<file path="src/rtl/seq_detector.sv">
// Streaming pattern detector: matches a PAT_LEN-symbol pattern against accepted input symbols,
// reports prefix progress, counts matches with a saturating counter and a sticky overflow flag.
module seq_detector #(
  parameter int unsigned SYM_W   = 2,
  parameter int unsigned PAT_LEN = 4,
  parameter int unsigned CNT_W   = 8,
  parameter int unsigned MOORE   = 0,
  parameter int unsigned OVERLAP = 1
) (
  input  logic                         clk_i,
  input  logic                         reset_ni,
  input  logic                         clear_i,
  input  logic                         load_i,
  input  logic [PAT_LEN*SYM_W-1:0]     pattern_i,
  input  logic                         valid_i,
  input  logic [SYM_W-1:0]             data_i,
  output logic                         match_o,
  output logic [$clog2(PAT_LEN+1)-1:0] progress_o,
  output logic [CNT_W-1:0]             count_o,
  output logic                         overflow_o
);

  localparam int unsigned PW = $clog2(PAT_LEN + 1);
  localparam int unsigned HW = (PAT_LEN - 1) * SYM_W;
  localparam logic [PW-1:0] FillMax = PW'(PAT_LEN - 1);

  logic [PAT_LEN*SYM_W-1:0] pat_q, pat_d;
  logic [HW-1:0]            hist_q, hist_d, hist_shift;
  logic [PW-1:0]            fill_q, fill_d, fill_inc;
  logic [PW-1:0]            prog_q, prog_d, prog_shift;
  logic [CNT_W-1:0]         count_q, count_d;
  logic                     ovf_q, ovf_d;
  logic                     match_q, match_d;
  logic                     accept, hit, prefix_ok;

  assign accept = valid_i & ~clear_i & ~load_i;

  // Oldest held symbol sits at slot 0 and must equal pattern symbol 0.
  always_comb begin
    hit = (fill_q == FillMax) && (data_i == pat_q[(PAT_LEN-1)*SYM_W +: SYM_W]);
    for (int i = 0; i < PAT_LEN - 1; i++) begin
      if (hist_q[i*SYM_W +: SYM_W] != pat_q[i*SYM_W +: SYM_W]) begin
        hit = 1'b0;
      end
    end
  end

  // History and progress as they would be after accepting data_i.
  always_comb begin
    hist_shift = hist_q >> SYM_W;
    hist_shift[(PAT_LEN-2)*SYM_W +: SYM_W] = data_i;
    fill_inc   = (fill_q == FillMax) ? fill_q : fill_q + PW'(1);
    prog_shift = '0;
    prefix_ok  = 1'b0;
    for (int k = 1; k < PAT_LEN; k++) begin
      prefix_ok = (fill_inc >= PW'(k));
      for (int j = 0; j < k; j++) begin
        if (hist_shift[(PAT_LEN-1-k+j)*SYM_W +: SYM_W] != pat_q[j*SYM_W +: SYM_W]) begin
          prefix_ok = 1'b0;
        end
      end
      if (prefix_ok) begin
        prog_shift = PW'(k);
      end
    end
  end

  always_comb begin
    pat_d   = pat_q;
    hist_d  = hist_q;
    fill_d  = fill_q;
    prog_d  = prog_q;
    count_d = count_q;
    ovf_d   = ovf_q;
    match_d = 1'b0;
    if (clear_i) begin
      hist_d  = '0;
      fill_d  = '0;
      prog_d  = '0;
      count_d = '0;
      ovf_d   = 1'b0;
    end else if (load_i) begin
      pat_d  = pattern_i;
      hist_d = '0;
      fill_d = '0;
      prog_d = '0;
    end else if (valid_i) begin
      match_d = hit;
      if (hit) begin
        if (&count_q) begin
          ovf_d = 1'b1;
        end else begin
          count_d = count_q + CNT_W'(1);
        end
      end
      if (hit && (OVERLAP == 0)) begin
        hist_d = '0;
        fill_d = '0;
        prog_d = '0;
      end else begin
        hist_d = hist_shift;
        fill_d = fill_inc;
        prog_d = prog_shift;
      end
    end
  end

  always_ff @(posedge clk_i or negedge reset_ni) begin
    if (!reset_ni) begin
      pat_q   <= '0;
      hist_q  <= '0;
      fill_q  <= '0;
      prog_q  <= '0;
      count_q <= '0;
      ovf_q   <= 1'b0;
      match_q <= 1'b0;
    end else begin
      pat_q   <= pat_d;
      hist_q  <= hist_d;
      fill_q  <= fill_d;
      prog_q  <= prog_d;
      count_q <= count_d;
      ovf_q   <= ovf_d;
      match_q <= match_d;
    end
  end

  assign match_o    = (MOORE != 0) ? match_q : (accept & hit & reset_ni);
  assign progress_o = prog_q;
  assign count_o    = count_q;
  assign overflow_o = ovf_q;

endmodule

</file>
<file path="config.mk">
export PLATFORM = sky130hd
export DESIGN_NAME = seq_detector
export DESIGN_NICKNAME = d
export VERILOG_FILES = /design/src/rtl/seq_detector.sv
export SDC_FILE = /design/constraint.sdc
export NUM_CORES = 1
export LEC_CHECK = 0
export BUFFER_PORTS_ARGS = -buffer_cell sky130_fd_sc_hd__buf_2
export CAP_MARGIN = 20
export CELL_PAD_IN_SITES_DETAIL_PLACEMENT = 1
export CELL_PAD_IN_SITES_GLOBAL_PLACEMENT = 2
export CORE_ASPECT_RATIO = 2
export CORE_MARGIN = 5
export CORE_UTILIZATION = 34
export DETAILED_ROUTE_END_ITERATION = 7
export GPL_ROUTABILITY_DRIVEN = 0
export PLACE_DENSITY_LB_ADDON = 0.1
export SYNTH_ARGS = -nofsm -noshare
export SYNTH_HDL_FRONTEND = slang
export SYNTH_SLANG_ARGS = --single-unit
export TNS_END_PERCENT = 50
</file>
<file path="constraint.sdc">
create_clock -name clk_i -period 2.48 [get_ports clk_i]
set_input_delay 0.372 -clock clk_i [delete_from_list [all_inputs] [get_ports clk_i]]
set_output_delay 0.372 -clock clk_i [all_outputs]
set_load 0.01 [all_outputs]
</file>
### Word level (Yosys, flattened, before mapping)

Cells that the tools add are included.

| word-level totals | value |
|---|---|
| register bits after elaboration | 29 |
| output and inout bits | 13 |
| word-level logic and storage cells | 71 |
| input port bits | 15 |

| cells by class | value |
|---|---|
| bitwise logic cells | 6 |
| equal/unequal tests | 13 |
| reductions and logical operators | 9 |
| magnitude comparators | 3 |
| $add $sub $neg | 2 |
| mux-type cells | 32 |

Operator list:

| operator | number |
|---|---|
| $mux 8 | 5 |
| $mux 3 | 9 |
| $mux 6 | 3 |
| $ne 2x2->1 | 9 |
| $mux 1 | 15 |
| $add 8x1->8 const B | 1 |
| $reduce_and 4->1 | 2 |
| $reduce_and 8->1 | 1 |
| $ge 3x2->1 const B | 2 |
| $reduce_bool 2->1 | 3 |
| $and 1x1->1 | 4 |
| $ne 2x2->1 const B | 2 |
| $add 3x1->3 const B | 1 |
| $eq 3x2->1 const B | 1 |
| $ge 3x1->1 const B | 1 |
| $reduce_bool 3->1 | 1 |
| $eq 2x2->1 | 1 |
| $not 1->1 | 2 |
| $reduce_and 2->1 | 1 |
| $logic_and 1x1->1 | 1 |

### Longest topological paths before layout

Gate-level depths: netlist of the first run.

| logic depth | value |
|---|---|
| depth after elaboration | 10 |
| mapped depth | 7 |
| mapped depth without buffers | 7 |

### Worst setup path before layout of the first run

OpenSTA, ideal clock, no wires.

| path | value |
|---|---|
| path kind | reg2reg |
| from | register count_q[0], in the netlist count_o[0] |
| to | register count_q[4], in the netlist count_o[4] |
| path buffers | 1 |
| cell stages (with the launch flop) | 8 |
| clock period less this slack | 1.887 ns |
| data required time | 2.402 ns |
| arrival time | 1.809 ns |
| library setup time | 0.078 ns |
| path slack | 0.593 ns |
| cells stage by stage | dfrtp_1 -> ha_1 -> and4_1 -> a41oi_1 -> nand4_2 -> buf_4 -> or3_1 -> a21oi_1 |

| between the ends | value |
|---|---|
| longest elaborated chain between the ends | 6 |

Ends and longest elaborated chain:

| what | line | source |
|---|---|---|
| start, declared | 31 | `logic [CNT_W-1:0] count_q, count_d;` |
| start signal, assigned | 122 | `count_q <= count_d;` |
| $add 8x1->8 | 93 | `count_d = count_q + CNT_W'(1);` |
| $mux 8 | 90 | `if (&count_q) begin` |
| $mux 8 | 89 | `if (hit) begin` |
| $mux 8 | 87 | `end else if (valid_i) begin` |
| $mux 8 | 82 | `end else if (load_i) begin` |
| $mux 8 | 76 | `if (clear_i) begin` |

Parallel ways exist; a longest one is shown, timed or not. The select of a mux whose other input is x is not followed.
A chain may end at the register's enable or synchronous reset.

### Final worst setup path of the first run

| path | value |
|---|---|
| from | register fill_q[0] |
| to | register count_q[5], in the netlist count_o[5] |

| between the ends | value |
|---|---|
| longest elaborated chain between the ends | 7 |

Ends and longest elaborated chain:

| what | line | source |
|---|---|---|
| start, declared | 29 | `logic [PW-1:0] fill_q, fill_d, fill_inc;` |
| start signal, assigned | 120 | `fill_q <= fill_d;` |
| $eq 3x2->1 | 40 | `hit = (fill_q == FillMax) && (data_i == pat_q[(PAT_LEN-1)*SYM_W +: SYM_W]);` |
| $logic_and 1x1->1 | 40 |  |
| $mux 1 (3 in series) | 42 | `if (hist_q[i*SYM_W +: SYM_W] != pat_q[i*SYM_W +: SYM_W]) begin` |
| $reduce_bool 2->1 (no source line) | - |  |
| $reduce_and 4->1 (no source line) | - |  |

No other way between the ends.

==> results of run 1 <==
-- power by group through the flow --
stage / logic [mW] / clock network (mW) / registers [mW]
after floorplan: 0.123 / 0 / 0.505
after global placement: 0.155 / 0 / 0.520
after detailed placement: 0.157 / 0 / 0.522
after CTS: 0.158 / 0.298 / 0.513
after global routing: 0.174 / 0.319 / 0.517
final: 0.153 / 0.289 / 0.512
-- kinds of logic (layout without fill, tap and decap cells) --
group	Yosys count	count (layout)	synth area share (%)
and+or+nand+nor	56	56	17.9
DFF	28	28	42.6
AOI/OAI and AO/OA	24	24	9.12
xor gates and xnor gates	23	23	12.2
buffers and inverters	17	40	5.17
muxes	15	15	9.73
adders and majority gates	4	4	3.04
other	1	1	0.228
-- final timing paths --
| path | depth (start not counted) | end | slack [ns] |
|---|---|---|---|
| max | 7 | count_o[5] | 0.37 |
| min | 2 | count_o[7] | 0.11 |
| max reg2reg | 7 | count_o[5] | 0.37 |
| min reg2reg | 2 | overflow_o | 0.53 |
| max in group asynchronous | 2 | hist_q[0] | 2.10 |
| min in group clk_i | 2 | pat_q[1] | 0.32 |
-- placed cells by master, fill, tap and decap left out, types with 4 or more instances in the layout --
master	count
o21ai_0	6
nand3_1	6
inv_1	5
mux2_2	8
or3_1	5
mux2i_1	7
dfrtp_1	28
a21oi_1	9
nor2_1	16
buf_4	5
xnor2_1	16
xor2_1	7
clkbuf_8	4
nand2_1	9
buf_2	26
ha_1	4
-- flip-flops by register name (all words and copies together), names as in the netlist --
register    flops
hist_q          6
count_o         8
progress_o      2
pat_q           8
overflow_o      1
fill_q          3
-- Yosys cell counts, types with 2 or more instances --
master and count:
or3_1 5, xor2_1 7, nor4_1 2, nor2_1 16, xnor2_1 16, buf_1 2
and4_1 2, a21oi_1 9, nor2b_1 2, o21ai_0 6, mux2_2 8, buf_4 2
buf_2 5, a41oi_1 2, clkbuf_1 2, nand3_1 6, mux2i_1 7, inv_1 5
dfrtp_1 28, ha_1 4, nand2_1 9, nand4_1 2, nor3_1 2, and3_1 3
-- cell type report --
| type | count | area share [%] |
|---|---|---|
| multi-input combinational | 123 | 45.9 |
| sequential | 28 | 37.4 |
| timing repair buffer | 31 | 8.95 |
| tap | 57 | 3.81 |
| clock buffer | 4 | 2.94 |
| inverter | 5 | 1.00 |
-- through the flow --
step / cell area [sq um] / cells
finish: 1870 / 248
detailed placement: 1820 / 244
global route: 1870 / 248
global placement: 1820 / 244
floorplan: 1650 / 168
CTS: 1870 / 248
-- layer usage --
| metal | vias to the layer above | GRT usage, % | part of all wire [%] |
|---|---|---|---|
| met2 | 21 | 23.6 | 52 |
| li1 | 629 | - | - |
| met4 | 0 | 4.38 | 1.3 |
| met1 | 624 | 17.2 | 43 |
| met3 | 5 | 2.27 | 4.2 |
| met5 | - | 0 | 0 |
==> reports/qor.yml, run 1 <==
outcome: "finished, final reports clean"
antenna_cells: 0
root_buffer: "clkbuf_8"
netlist_instances: 168
worstPathMaxFanout: 9
critical_path_class: "flip-flop to flip-flop"
max_stage_delay_ns: 0.46
grt_max_degree: 29
hold_buffers: 0
drv_cap: 0
grt_use_total_pct: 13.8
critPathSlowestCell: "dfrtp_1"
wirelength_um: 3850
antenna_found_initial: 0
drive_gt1_share_pct: 23.6
drtPass1Iterations: 4
drv_slew: 0
die-area_sq_um: 6420
ys_warn_count: 0
worst-path-buf-inv: 1
crit_arrival_ns: 2.31
yosysTopAreaCellShare_pct: 42.6
ff_latch_area_sq_um: 701
syn_area_per_cell_sq_um: 9.80
synth_edf_count: 0
clk_path_buf_depth: 2
yosysTopAreaCell: "dfrtp_1"
die_y_um: 108
synth_seq_area_share_pct: 42.6
internal_power_mw: 0.699
setup_ws_ns: 0.371
cp_top_family: "simple AND/OR/NAND/NOR gates"
power_frac_comb_pct: 16.1
fillers: 580
die_x_um: 59.2
vias: 1279
fin_skew_ns: 0.00382
p_per_area_nw_per_um2: 509
timing.hold.ws_ns: 0.109
p_sw_share_pct: 26.7
cp-start-kind: "flip-flop"
fin_total_pwr_mw: 0.955
cts_resized: 0
seqPwrFrac_pct: 53.6
path_cells: "ha_1 -> nand3b_1 -> and4b_1 -> nand4_2 -> buf_4 -> or3_1 -> a21oi_1"
path_clk_slew_ns: 0.10
dp_slack_ns: 0.362
nets: 211
drt-initial-drc-count: 6
switching_power_mw: 0.255
synth_cell_types: 40
holdCritPathClass: "input pin to asynchronous set/reset pin"
fmax_ghz: 0.474
cts_tree: "done"
setup_viol: 0
crit_required_ns: 2.69
drtAntennaViolNets: 0
peakVddDrop_v: 0.000363
io_buffers: 26
multi_input_area_sq_um: 861
r2r-start: "fill_q[0]"
tns_ns: 0
syn_to_final_growth_pct: 13.8
hold_viol: 0
post-route-period-util_pct: 85.1
detail_route.wl_per_cell_um: 15.5
period_needed_ns: 2.11
post-cts-setup-buffer-count: 0
grt_pass1_wl_um: 6780
initial_core_util_pct: 34.5
synthArstFlopShare_pct: 100
viasPerCell: 5.16
grt_pass1_vias: 1362
synthesis.area_sq_um: 1650
clk_latency_ns: 0.28
power_leakage_nw: 0.853
detailed_place_hpwl_um: 3010
cts_made_buffers: 3
yosys-top-cells-area: "dfrtp_1 (43%), xnor2_1 (8.5%), mux2_2 (5.5%), mux2i_1 (4.3%), xor2_1 (3.7%)"
synth_top_flop_cell: "dfrtp_1"
syn-num-nets: 187
num_rows: 36
grt_overflow: 0
endpoint_kind: "flip-flop"
crit_start: "fill_q[0]"
final_core_util_pct: 39.3
htree_levels: 1
ys_seq_elements: 28
cts_sinks: 28
rsz0062_at_grt: "false"
p_clk_share_pct: 30.3
coreArea_sq_um: 4770
drc: 0
pin_count: 28
No activity file was read; power rests on OpenSTA's default activity.
==> inputs of run 2 (changes only) <==
--- a/config.mk
+++ b/config.mk
@@ -5,13 +5,14 @@
 export SDC_FILE = /design/constraint.sdc
 export NUM_CORES = 1
 export LEC_CHECK = 0
+export ABC_AREA = 1
 export BUFFER_PORTS_ARGS = -buffer_cell sky130_fd_sc_hd__buf_2
 export CAP_MARGIN = 20
 export CELL_PAD_IN_SITES_DETAIL_PLACEMENT = 1
 export CELL_PAD_IN_SITES_GLOBAL_PLACEMENT = 2
 export CORE_ASPECT_RATIO = 2
 export CORE_MARGIN = 5
-export CORE_UTILIZATION = 34
+export CORE_UTILIZATION = 31
 export DETAILED_ROUTE_END_ITERATION = 7
 export GPL_ROUTABILITY_DRIVEN = 0
 export PLACE_DENSITY_LB_ADDON = 0.1
==> run 2 against run 1 <==
Global-route usage grew 0.80 points. Combinational power up 20%. Fmax shrank 7.9%. First-iteration DRC count rose to 9.3 times the previous value. Sequential cell count stayed put. Via count increased by 22%. Worst setup slack got worse by 0.18 ns. Sequential share of layout area down 2.3 points. Synthesized cell count rose by 40%. Largest power group unchanged.
==> reports/qor.yml, run 2 <==
outcome: "finished, final reports clean"
drv_cap: 0
worstPathMaxFanout: 5
drt-initial-drc-count: 56
num_rows: 38
syn_to_final_growth_pct: 15.2
setup_ws_ns: 0.190
reg2reg_to: "count_o[6]"
mostFrequentLayoutCell: "nand2_1"
ys_seq_elements: 28
critical_path_class: "flip-flop to output port"
ys_top_cells_by_count: "nand2_1 (72), dfrtp_1 (28), nor2_1 (26)"
peakVddDrop_v: 0.000255
tightest_slew_ns: 0.519
fin_total_pwr_mw: 1.07
pin_count: 28
antenna_cells: 0
initial_core_util_pct: 32.0
grt_pass1_wl_um: 8220
die_x_um: 62.9
dpl_cell_area_sq_um: 1930
drv_slew: 0
crit_required_ns: 2.11
cp-start-kind: "flip-flop"
crit_arrival_ns: 1.92
viasPerCell: 4.81
hold_viol: 0
drtAntennaViolNets: 0
vias: 1554
p_per_area_nw_per_um2: 537
yosysTopAreaCellShare_pct: 40.4
coreArea_sq_um: 5420
dp_slack_ns: 0.478
synth_top_flop_cell: "dfrtp_1"
r2r-start: "fill_q[0]"
grt_overflow: 0
cts_made_buffers: 3
mostFrequentLayoutCells: "nand2_1 (72), dfrtp_1 (28), nor2_1 (26), buf_2 (26), inv_1 (20)"
yosys-top-cells-area: "dfrtp_1 (40%), nand2_1 (16%), nor2_1 (5.6%), inv_1 (4.3%), nand3_1 (4.0%)"
drtPass1Iterations: 3
die-area_sq_um: 7280
tns_ns: 0
reg2reg_depth: 10
yosysMostFrequentCell: "nand2_1"
nets: 283
drive_gt1_share_pct: 21.3
period_needed_ns: 2.29
path_clk_slew_ns: 0.11
detailed_place_hpwl_um: 4130
hold_buffers: 0
yosysTopAreaCell: "dfrtp_1"
holdCritPathClass: "input pin to asynchronous set/reset pin"
netlist_instances: 236
fin_skew_ns: 0.00980
root_buffer: "clkbuf_8"
multi_input_area_sq_um: 878
synth_seq_area_share_pct: 40.4
reg2reg_slack_ns: 0.74
syn-num-nets: 255
endpoint_kind: "output port"
post-cts-setup-buffer-count: 0
cts_resized: 0
synthArstFlopShare_pct: 100
fmax_ghz: 0.437
drc: 0
die_y_um: 116
power_leakage_nw: 1.08
htree_levels: 1
cts_sinks: 28
slew_headroom_pct: 65.3
io_buffers: 26
fillers: 734
grt_max_degree: 29
synth_cell_types: 31
ff_latch_area_sq_um: 701
post-route-period-util_pct: 92.3
detail_route.wl_per_cell_um: 15.4
rsz0062_at_grt: "false"
setup_viol: 0
clk_path_buf_depth: 2
syn_area_per_cell_sq_um: 7.35
clk_latency_ns: 0.29
cts_tree: "done"
wirelength_um: 4980
antenna_found_initial: 0
synth_edf_count: 0
grt_pass1_vias: 1696
crit_start: "fill_q[0]"
grt_use_total_pct: 14.6
synthesis.area_sq_um: 1730
fin_area_sq_um: 2000
ys_warn_count: 0
[run 2: cell count changes after synthesis, moves of 3 or more]
cell	before	now
mux2_2	8	2
inv_2	0	13
o22ai_1	1	6
nor2_1	16	26
o21ai_0	6	1
nand2_1	9	72
nand3_1	6	14
inv_1	5	20
or3_1	5	0
o21ai_1	0	4
xnor2_1	16	4
nor2_2	0	3
mux2i_1	7	0
[run 2: worst max-delay path, cell delays in order, from the launching register on]
cell and delay [ns]:
dfrtp_1 0.41, ha_1 0.24, inv_2 0.05, nor2_1 0.13
nand2_1 0.11, nor2_4 0.11, nand3_4 0.09, nor2_2 0.19
and3_1 0.18, buf_2 0.13
[run 2: worst max path at each step]
stage / to
final: match_o
after global routing: match_o
after CTS: match_o
after detailed placement: match_o
after global placement: match_o
after floorplan: match_o
[run 2: through the flow]
step / hold WS, ns / utilization (%) / std cells
after CTS: 0.195 / 36.9 / 323
after floorplan: 0.0764 / - / 236
after global routing: 0.188 / 36.9 / 323
after detailed placement: 0.473 / 35.5 / 319
after global placement: 0.466 / 35.5 / 319
final: 0.151 / 36.9 / 323
[run 2: where the power goes]
group / internal (mW) / total, mW / leakage, nW / switching, mW
Sequential: 0.481 / 0.512 / 0.365 / 0.0311
Combinational: 0.0673 / 0.183 / 0.674 / 0.116
Clock: 0.217 / 0.377 / 0.0357 / 0.161
[run 2: metal layers]
layer	GRT usage (%)	part of all wire, %	vias up
met5	0	0	-
met4	6.94	3.1	0
met3	1.55	1.5	8
met2	29.2	59	18
met1	14.5	36	743
li1	-	-	785
[run 2: cell type report]
| cell class | count | area share [%] |
|---|---|---|
| Multi-Input combinational cell | 169 | 44.0 |
| Timing Repair Buffer | 28 | 7.26 |
| Clock inverter | 1 | 1.50 |
| Inverter | 34 | 6.39 |
| Tap cell | 60 | 3.76 |
| Clock buffer | 3 | 2.07 |
| Sequential cell | 28 | 35.1 |
[run 2: cells by family (layout without fill, tap and decap cells)]
group	count (synthesis)	after routing	synth area share (%)
buffers and inverters	39	66	8.95
other	1	1	0.216
XOR/XNOR	12	12	6.06
AND/OR/NAND/NOR	128	128	32.3
AO/OA/AOI/OAI	22	22	7.94
adder cells (fa/ha/maj)	4	4	2.89
flip-flops	28	28	40.4
multiplexers	2	2	1.30
